`src/rtl/gigatron_video_out_if.sv`:
```
// rtl/gigatron_video_out_if.sv - video output bundle from the Gigatron video stage to the platform video path
interface gigatron_video_out_if #(
  parameter int unsigned OUT_W = 8
);
  logic [OUT_W-1:0] VGA_R;
  logic [OUT_W-1:0] VGA_G;
  logic [OUT_W-1:0] VGA_B;
  logic             VGA_HS;
  logic             VGA_VS;
  logic             HBlank;
  logic             VBlank;
  logic             ce_pix;
  logic             frame_start;
  logic             h_locked;

  modport master (
    output VGA_R, VGA_G, VGA_B, VGA_HS, VGA_VS,
    output HBlank, VBlank, ce_pix, frame_start, h_locked
  );

  modport slave (
    input VGA_R, VGA_G, VGA_B, VGA_HS, VGA_VS,
    input HBlank, VBlank, ce_pix, frame_start, h_locked
  );
endinterface

```
`src/rtl/gigatron_video_out.sv`:
```
// rtl/gigatron_video_out.sv - registered Gigatron video output stage: colour widening, sync regeneration, blanking, h-lock
// Optional scanline darkening is built when GIGATRON_SCANLINE_EN is defined.
module gigatron_video_out #(
  parameter int unsigned OUT_W      = 8,
  parameter int unsigned H_BP       = 12,
  parameter int unsigned H_ACT      = 160,
  parameter int unsigned V_BP       = 33,
  parameter int unsigned V_ACT      = 480,
  parameter bit          SYNC_HIGH  = 1'b1,
  parameter bit          BLANK_ZERO = 1'b1
) (
  input  logic                 clk_sys,
  input  logic                 reset_n,
  input  logic                 ce,
  input  logic [7:0]           out_port,
  input  logic                 scanline_on,
  gigatron_video_out_if.master vid
);
  localparam logic [8:0] H_MAX = 9'd511;
  localparam logic [9:0] V_MAX = 10'd1023;

  logic             hs_prev, vs_prev;
  logic [8:0]       hcnt, hcnt_nxt;
  logic [8:0]       hper, hper_inc, last_per;
  logic [9:0]       vcnt, vcnt_nxt;
  logic [1:0]       edge_cnt;
  logic             h_rise, v_rise;
  logic             hblank_nxt, vblank_nxt, blank, dim;
  logic [OUT_W-1:0] r_out, g_out, b_out;

  function automatic logic [OUT_W-1:0] expand(input logic [1:0] c);
    logic [OUT_W-1:0] e;
    e = '0;
    for (int i = 0; i < int'(OUT_W); i++) begin
      e[int'(OUT_W) - 1 - i] = (i % 2 == 0) ? c[1] : c[0];
    end
    return e;
  endfunction

`ifdef GIGATRON_SCANLINE_EN
  assign dim = scanline_on && vcnt_nxt[0];
`else
  logic unused_scanline;
  assign unused_scanline = scanline_on;
  assign dim = 1'b0;
`endif

  // Blanking and colour are derived from the post-update counters so every
  // output reflects the same sample one clk after its ce.
  always_comb begin
    h_rise   = !hs_prev && out_port[6];
    v_rise   = !vs_prev && out_port[7];
    hcnt_nxt = h_rise ? 9'd0 : ((hcnt == H_MAX) ? H_MAX : hcnt + 9'd1);
    hper_inc = (hper == H_MAX) ? H_MAX : hper + 9'd1;
    if (v_rise) begin
      vcnt_nxt = '0;
    end else if (h_rise && vcnt != V_MAX) begin
      vcnt_nxt = vcnt + 10'd1;
    end else begin
      vcnt_nxt = vcnt;
    end
    hblank_nxt = !((32'(hcnt_nxt) >= H_BP) && (32'(hcnt_nxt) < H_BP + H_ACT));
    vblank_nxt = !((32'(vcnt_nxt) >= V_BP) && (32'(vcnt_nxt) < V_BP + V_ACT));
    blank      = BLANK_ZERO && (hblank_nxt || vblank_nxt);
  end

  always_comb begin
    r_out = expand(out_port[1:0]);
    g_out = expand(out_port[3:2]);
    b_out = expand(out_port[5:4]);
    if (dim) begin
      r_out = r_out >> 1;
      g_out = g_out >> 1;
      b_out = b_out >> 1;
    end
    if (blank) begin
      r_out = '0;
      g_out = '0;
      b_out = '0;
    end
  end

  always_ff @(posedge clk_sys or negedge reset_n) begin
    if (!reset_n) begin
      hs_prev         <= 1'b1;
      vs_prev         <= 1'b1;
      hcnt            <= H_MAX;
      vcnt            <= V_MAX;
      hper            <= '0;
      last_per        <= '0;
      edge_cnt        <= '0;
      vid.VGA_R       <= '0;
      vid.VGA_G       <= '0;
      vid.VGA_B       <= '0;
      vid.VGA_HS      <= !SYNC_HIGH;
      vid.VGA_VS      <= !SYNC_HIGH;
      vid.HBlank      <= 1'b1;
      vid.VBlank      <= 1'b1;
      vid.ce_pix      <= 1'b0;
      vid.frame_start <= 1'b0;
      vid.h_locked    <= 1'b0;
    end else begin
      vid.ce_pix <= ce;
      if (ce) begin
        hs_prev         <= out_port[6];
        vs_prev         <= out_port[7];
        hcnt            <= hcnt_nxt;
        vcnt            <= vcnt_nxt;
        vid.VGA_R       <= r_out;
        vid.VGA_G       <= g_out;
        vid.VGA_B       <= b_out;
        vid.VGA_HS      <= SYNC_HIGH ? !out_port[6] : out_port[6];
        vid.VGA_VS      <= SYNC_HIGH ? !out_port[7] : out_port[7];
        vid.HBlank      <= hblank_nxt;
        vid.VBlank      <= vblank_nxt;
        vid.frame_start <= (32'(vcnt_nxt) == V_BP) && (32'(vcnt) != V_BP);
        // The first edge after reset only opens a period; lock needs two
        // complete periods behind it, hence the edge_cnt gate.
        if (h_rise) begin
          hper         <= '0;
          last_per     <= hper;
          vid.h_locked <= (edge_cnt == 2'd2) && (hper == last_per) && (hper != H_MAX);
          if (edge_cnt != 2'd2) begin
            edge_cnt <= edge_cnt + 2'd1;
          end
        end else begin
          hper <= hper_inc;
          if (hper_inc == H_MAX) begin
            vid.h_locked <= 1'b0;
          end
        end
      end
    end
  end
endmodule

```
`src/flat_wrapper.sv`:
```
// flat-port wrapper written by rule: the top's interface ports become plain ports
module gigatron_video_out_flat 
#(
  parameter int unsigned OUT_W      = 8,
  parameter int unsigned H_BP       = 12,
  parameter int unsigned H_ACT      = 160,
  parameter int unsigned V_BP       = 33,
  parameter int unsigned V_ACT      = 480,
  parameter bit          SYNC_HIGH  = 1'b1,
  parameter bit          BLANK_ZERO = 1'b1
)
  (clk_sys, reset_n, ce, out_port, scanline_on, vid_VGA_R, vid_VGA_G, vid_VGA_B, vid_VGA_HS, vid_VGA_VS, vid_HBlank, vid_VBlank, vid_ce_pix, vid_frame_start, vid_h_locked);
  gigatron_video_out_if #(.OUT_W(OUT_W)) vid_i ();
  input  logic clk_sys;
  input  logic reset_n;
  input  logic ce;
  input  logic [7:0] out_port;
  input  logic scanline_on;
  output wire logic [$bits(vid_i.VGA_R)-1:0] vid_VGA_R;
  output wire logic [$bits(vid_i.VGA_G)-1:0] vid_VGA_G;
  output wire logic [$bits(vid_i.VGA_B)-1:0] vid_VGA_B;
  output wire logic [$bits(vid_i.VGA_HS)-1:0] vid_VGA_HS;
  output wire logic [$bits(vid_i.VGA_VS)-1:0] vid_VGA_VS;
  output wire logic [$bits(vid_i.HBlank)-1:0] vid_HBlank;
  output wire logic [$bits(vid_i.VBlank)-1:0] vid_VBlank;
  output wire logic [$bits(vid_i.ce_pix)-1:0] vid_ce_pix;
  output wire logic [$bits(vid_i.frame_start)-1:0] vid_frame_start;
  output wire logic [$bits(vid_i.h_locked)-1:0] vid_h_locked;
  assign vid_VGA_R = vid_i.VGA_R;
  assign vid_VGA_G = vid_i.VGA_G;
  assign vid_VGA_B = vid_i.VGA_B;
  assign vid_VGA_HS = vid_i.VGA_HS;
  assign vid_VGA_VS = vid_i.VGA_VS;
  assign vid_HBlank = vid_i.HBlank;
  assign vid_VBlank = vid_i.VBlank;
  assign vid_ce_pix = vid_i.ce_pix;
  assign vid_frame_start = vid_i.frame_start;
  assign vid_h_locked = vid_i.h_locked;
  gigatron_video_out #(.OUT_W(OUT_W), .H_BP(H_BP), .H_ACT(H_ACT), .V_BP(V_BP), .V_ACT(V_ACT), .SYNC_HIGH(SYNC_HIGH), .BLANK_ZERO(BLANK_ZERO)) u_core (.clk_sys(clk_sys), .reset_n(reset_n), .ce(ce), .out_port(out_port), .scanline_on(scanline_on), .vid(vid_i));
endmodule
```
`config.mk`:
```
export PLATFORM = sky130hd
export DESIGN_NAME = gigatron_video_out_flat
export DESIGN_NICKNAME = d
export VERILOG_FILES = /design/src/rtl/gigatron_video_out_if.sv /design/src/rtl/gigatron_video_out.sv /design/src/flat_wrapper.sv
export SDC_FILE = /design/constraint.sdc
export NUM_CORES = 1
export LEC_CHECK = 0
export ABC_CLOCK_PERIOD_IN_PS = 2500
export BUFFER_PORTS_ARGS = -buffer_cell sky130_fd_sc_hd__buf_2
export CORE_UTILIZATION = 35
export CTS_CLUSTER_SIZE = 16
export DETAILED_ROUTE_END_ITERATION = 8
export PLACE_DENSITY = 0.54
export SYNTH_ARGS = -nofsm -noshare
export SYNTH_HDL_FRONTEND = slang
export SYNTH_SLANG_ARGS = --single-unit
```
`constraint.sdc`:
```
create_clock -name clk_sys -period 2.5 [get_ports clk_sys]
set_input_delay 0.375 -clock clk_sys [delete_from_list [all_inputs] [get_ports clk_sys]]
set_output_delay 0.375 -clock clk_sys [all_outputs]
set_load 0.01 [all_outputs]
```
==> impl_metrics.tcl <==
set metrics [dict create \
    final_cells 474 \
    rr_worst_depth 9 \
    die_w_um 98.2 \
    violations "design-rule violations" \
    antenna_cells 0 \
    place_ws_ps 11.0 \
    area_growth_syn_to_layout_pct 13.4 \
    synth_seq_cells 54 \
    core_area_um2 8850 \
    synthArstFlopShare_pct 100 \
    placed_area_um2 3510 \
    endpoint_kind "flip-flop" \
    cp-start-kind "flip-flop" \
    drtPass1Iterations 7 \
    place_inst 461 \
    drive_gt1_share_pct 36.3 \
    path_clk_slew_ps 90 \
    rows 34 \
    grt_setup_unrepaired "yes" \
    path_class "reg2reg" \
    yosys_warnings 0 \
    setup_ws_ps 93.6 \
    fin_crit_sh_pct 96.3 \
    finalHoldViolations 0 \
    wl_um 6900 \
    gr-total-overflow 0 \
    synth_area_um2 3240 \
    track_usage_pct 15.2 \
    cts_max_path_buffers 2 \
    period_needed_ps 2410 \
    place.gp.congestion 0.810 \
    drtAntennaViolNets 0 \
    antenna_found_initial 0 \
    root_buffer "clkbuf_8" \
    synth_area_leader_cell "dfrtp_1" \
    start_util_pct 36.6 \
    maxCapViolations 0 \
    die_area_um2 9640 \
    hpwl_um 4650 \
    die_y_um 98.2 \
    tightest_slew_ps 551 \
    drt-vias-per-instance 5.35 \
    grt_pass1_vias 2514 \
    rrSetupSlack_ps 90 \
    fmax_mhz 416 \
    holdCritPathClass "in2async" \
    htree_levels 2 \
    synth_ff_type "dfrtp_1" \
    syn-instance-count 329 \
    cts.sinks 54 \
    drc 8 \
    r2r-end "u_core.vid.VBlank" \
    finClkSkew_ps 10.0 \
    cp.required_ps 2750 \
    setup_viol 0 \
    synth_area_per_cell_um2 9.85 \
    synthesis.nets 346 \
    max_slew_margin_pct 62.8 \
    synthTopCellsByArea "dfrtp_1 (24%), dfstp_2 (19%), mux2_2 (6.6%)" \
    power_density_nw_per_um2 649 \
    ys_seq_area_share_pct 42.6 \
    maxSlewViolCount 0 \
    reg2reg_from "u_core.vcnt[1]" \
    p_total_mw 2.39 \
    synth-edff-count 0 \
    layout.nets 382 \
    numPortBuffers 41 \
    hold_buffers 0 \
    path_max_fanout 7 \
    outcome "complete, but fails checks" \
    peakVddDrop_mv 0.396 \
    fin_util_pct 41.5 \
    drt_iter0_markers 147 \
    final_area_um2 3670 \
    cts_tree "done" \
    ys_types 61 \
    crit_arrival_ps 2650 \
    numCtsBuffers 5 \
    grt_max_degree 55 \
    synth.top_cell.area_share_pct 23.9 \
    worstSkewPairLatency_ps 300 \
    num_vias 2534 \
    pin_count 43 \
    grt_pass1_wl_um 12000 \
    p_leak_nw 1.68 \
    wire_per_inst_um 14.6 \
]
==> cell usage after synthesis (2+ instances only) <==
library cell,n
nor3_1,5
nor2b_1,4
xnor2_1,5
nand3_1,16
buf_2,2
mux2_2,19
mux2i_1,6
inv_1,7
a41oi_1,2
nand2b_1,4
a211oi_1,2
ha_1,5
a21o_1,5
dfrtp_1,31
o211ai_1,3
nand4_1,7
and2_1,2
or3_1,2
a31oi_1,4
a21oi_1,28
xor2_1,6
and3b_1,2
buf_4,18
a22o_1,2
buf_6,2
dfstp_2,23
nor4_1,3
nand2_1,29
o21ai_0,14
nand4b_1,2
clkbuf_1,13
nor2_1,14
o2bb2ai_1,7
and3_1,8
==> sequential cells by signal, indices dropped and copies added, names as in the netlist, 2 cells and up <==
name and cells:
u_core.hcnt 9, u_core.vid.VGA_B 2, u_core.last_per 9, u_core.edge_cnt 2, u_core.vid.VGA_R 2, u_core.vid.VGA_G 2, u_core.vcnt 10, u_core.hper 9
==> cell usage in the layout, fill, tap and decap left out, types with 5 or more instances in the layout <==
cell type / count
a21o_1: 5
a21oi_1: 28
and3_1: 7
buf_2: 41
buf_4: 22
clkbuf_8: 5
dfrtp_1: 31
dfstp_2: 23
inv_1: 7
mux2_2: 19
mux2i_1: 5
nand2_1: 29
nand3_1: 15
nand4_1: 7
nor2_1: 14
nor3_1: 5
o21ai_0: 14
o2bb2ai_1: 7
xnor2_1: 5
xor2_1: 6
==> final cells by class <==
class,instances,area [um2]
inverter,8,30.0
clock buffer,8,80.1
timing repair buffer,64,390
sequential,54,1380
tap,108,135
multi-input combinational,232,1660
fill,863,5170
==> per-stage QoR <==
stage,TNS (ps),hold slack (ps)
2_1_floorplan,0,79.4
3_3_place_gp,-7.18,399
3_5_place_dp,0,401
4_1_cts,0,66.3
5_1_grt,-93.3,70.7
6_report,0,61.5
==> worst max-delay path, cell delays in order, from the launching register on <==
cell and delay (ps):
dfstp_2 560, ha_4 170, nand3_4 80, a211oi_2 210, buf_4 150, mux2i_2 210
nand3_2 150, nor3_4 260, mux2i_4 370, mux2_4 200
==> how the worst max path moves through the flow <==
stage,slack (ps),startpoint,cells after the start,end
6_report,90,u_core.vcnt[1],9,u_core.vid.VBlank
5_1_grt,-40,u_core.vcnt[0],8,u_core.vid.VBlank
4_1_cts,20,u_core.vcnt[0],8,u_core.vid.VBlank
3_5_place_dp,10,u_core.vcnt[0],8,u_core.vid.VBlank
3_3_place_gp,-7,u_core.vcnt[0],8,u_core.vid.VBlank
2_1_floorplan,170,u_core.vcnt[0],8,u_core.vid.VBlank
==> per-layer routing <==
| metal | part of all wire (%) | vias to the layer above | global-route usage (%) |
|---|---|---|---|
| met5 | 0 | - | 0 |
| met4 | 0.45 | 0 | 2.87 |
| met3 | 4.0 | 2 | 2.58 |
| met2 | 46 | 56 | 25.4 |
| met1 | 49 | 1224 | 21.0 |
| li1 | - | 1252 | - |
==> kinds of logic after synthesis <==
logic type	Yosys count	share of synthesized area, %
xor gates and xnor gates	11	2.97
and+or+nand+nor	108	18.2
buffers and inverters	43	7.61
muxes	27	9.62
AOI/OAI and AO/OA	80	16.7
adders and majority gates	6	2.24
DFF	54	42.6
==> where the power goes <==
group	total [mW]	switching, mW	leakage, nW	internal (mW)
Clock	0.472	0.272	0.0395	0.200
Combinational	0.677	0.332	0.995	0.345
Sequential	1.24	0.176	0.650	1.06
Total	2.39	0.779	1.68	1.61
==> timing repair <==
item / 4_1_cts / 5_1_grt
gates resized for setup: 3 / 6
buffers inserted: 4 / 1
endpoints found under the setup margin: 1 / 7
pin swaps: 2 / 7
gates cloned: 0 / 0
Power figures use the tool's default switching activity.
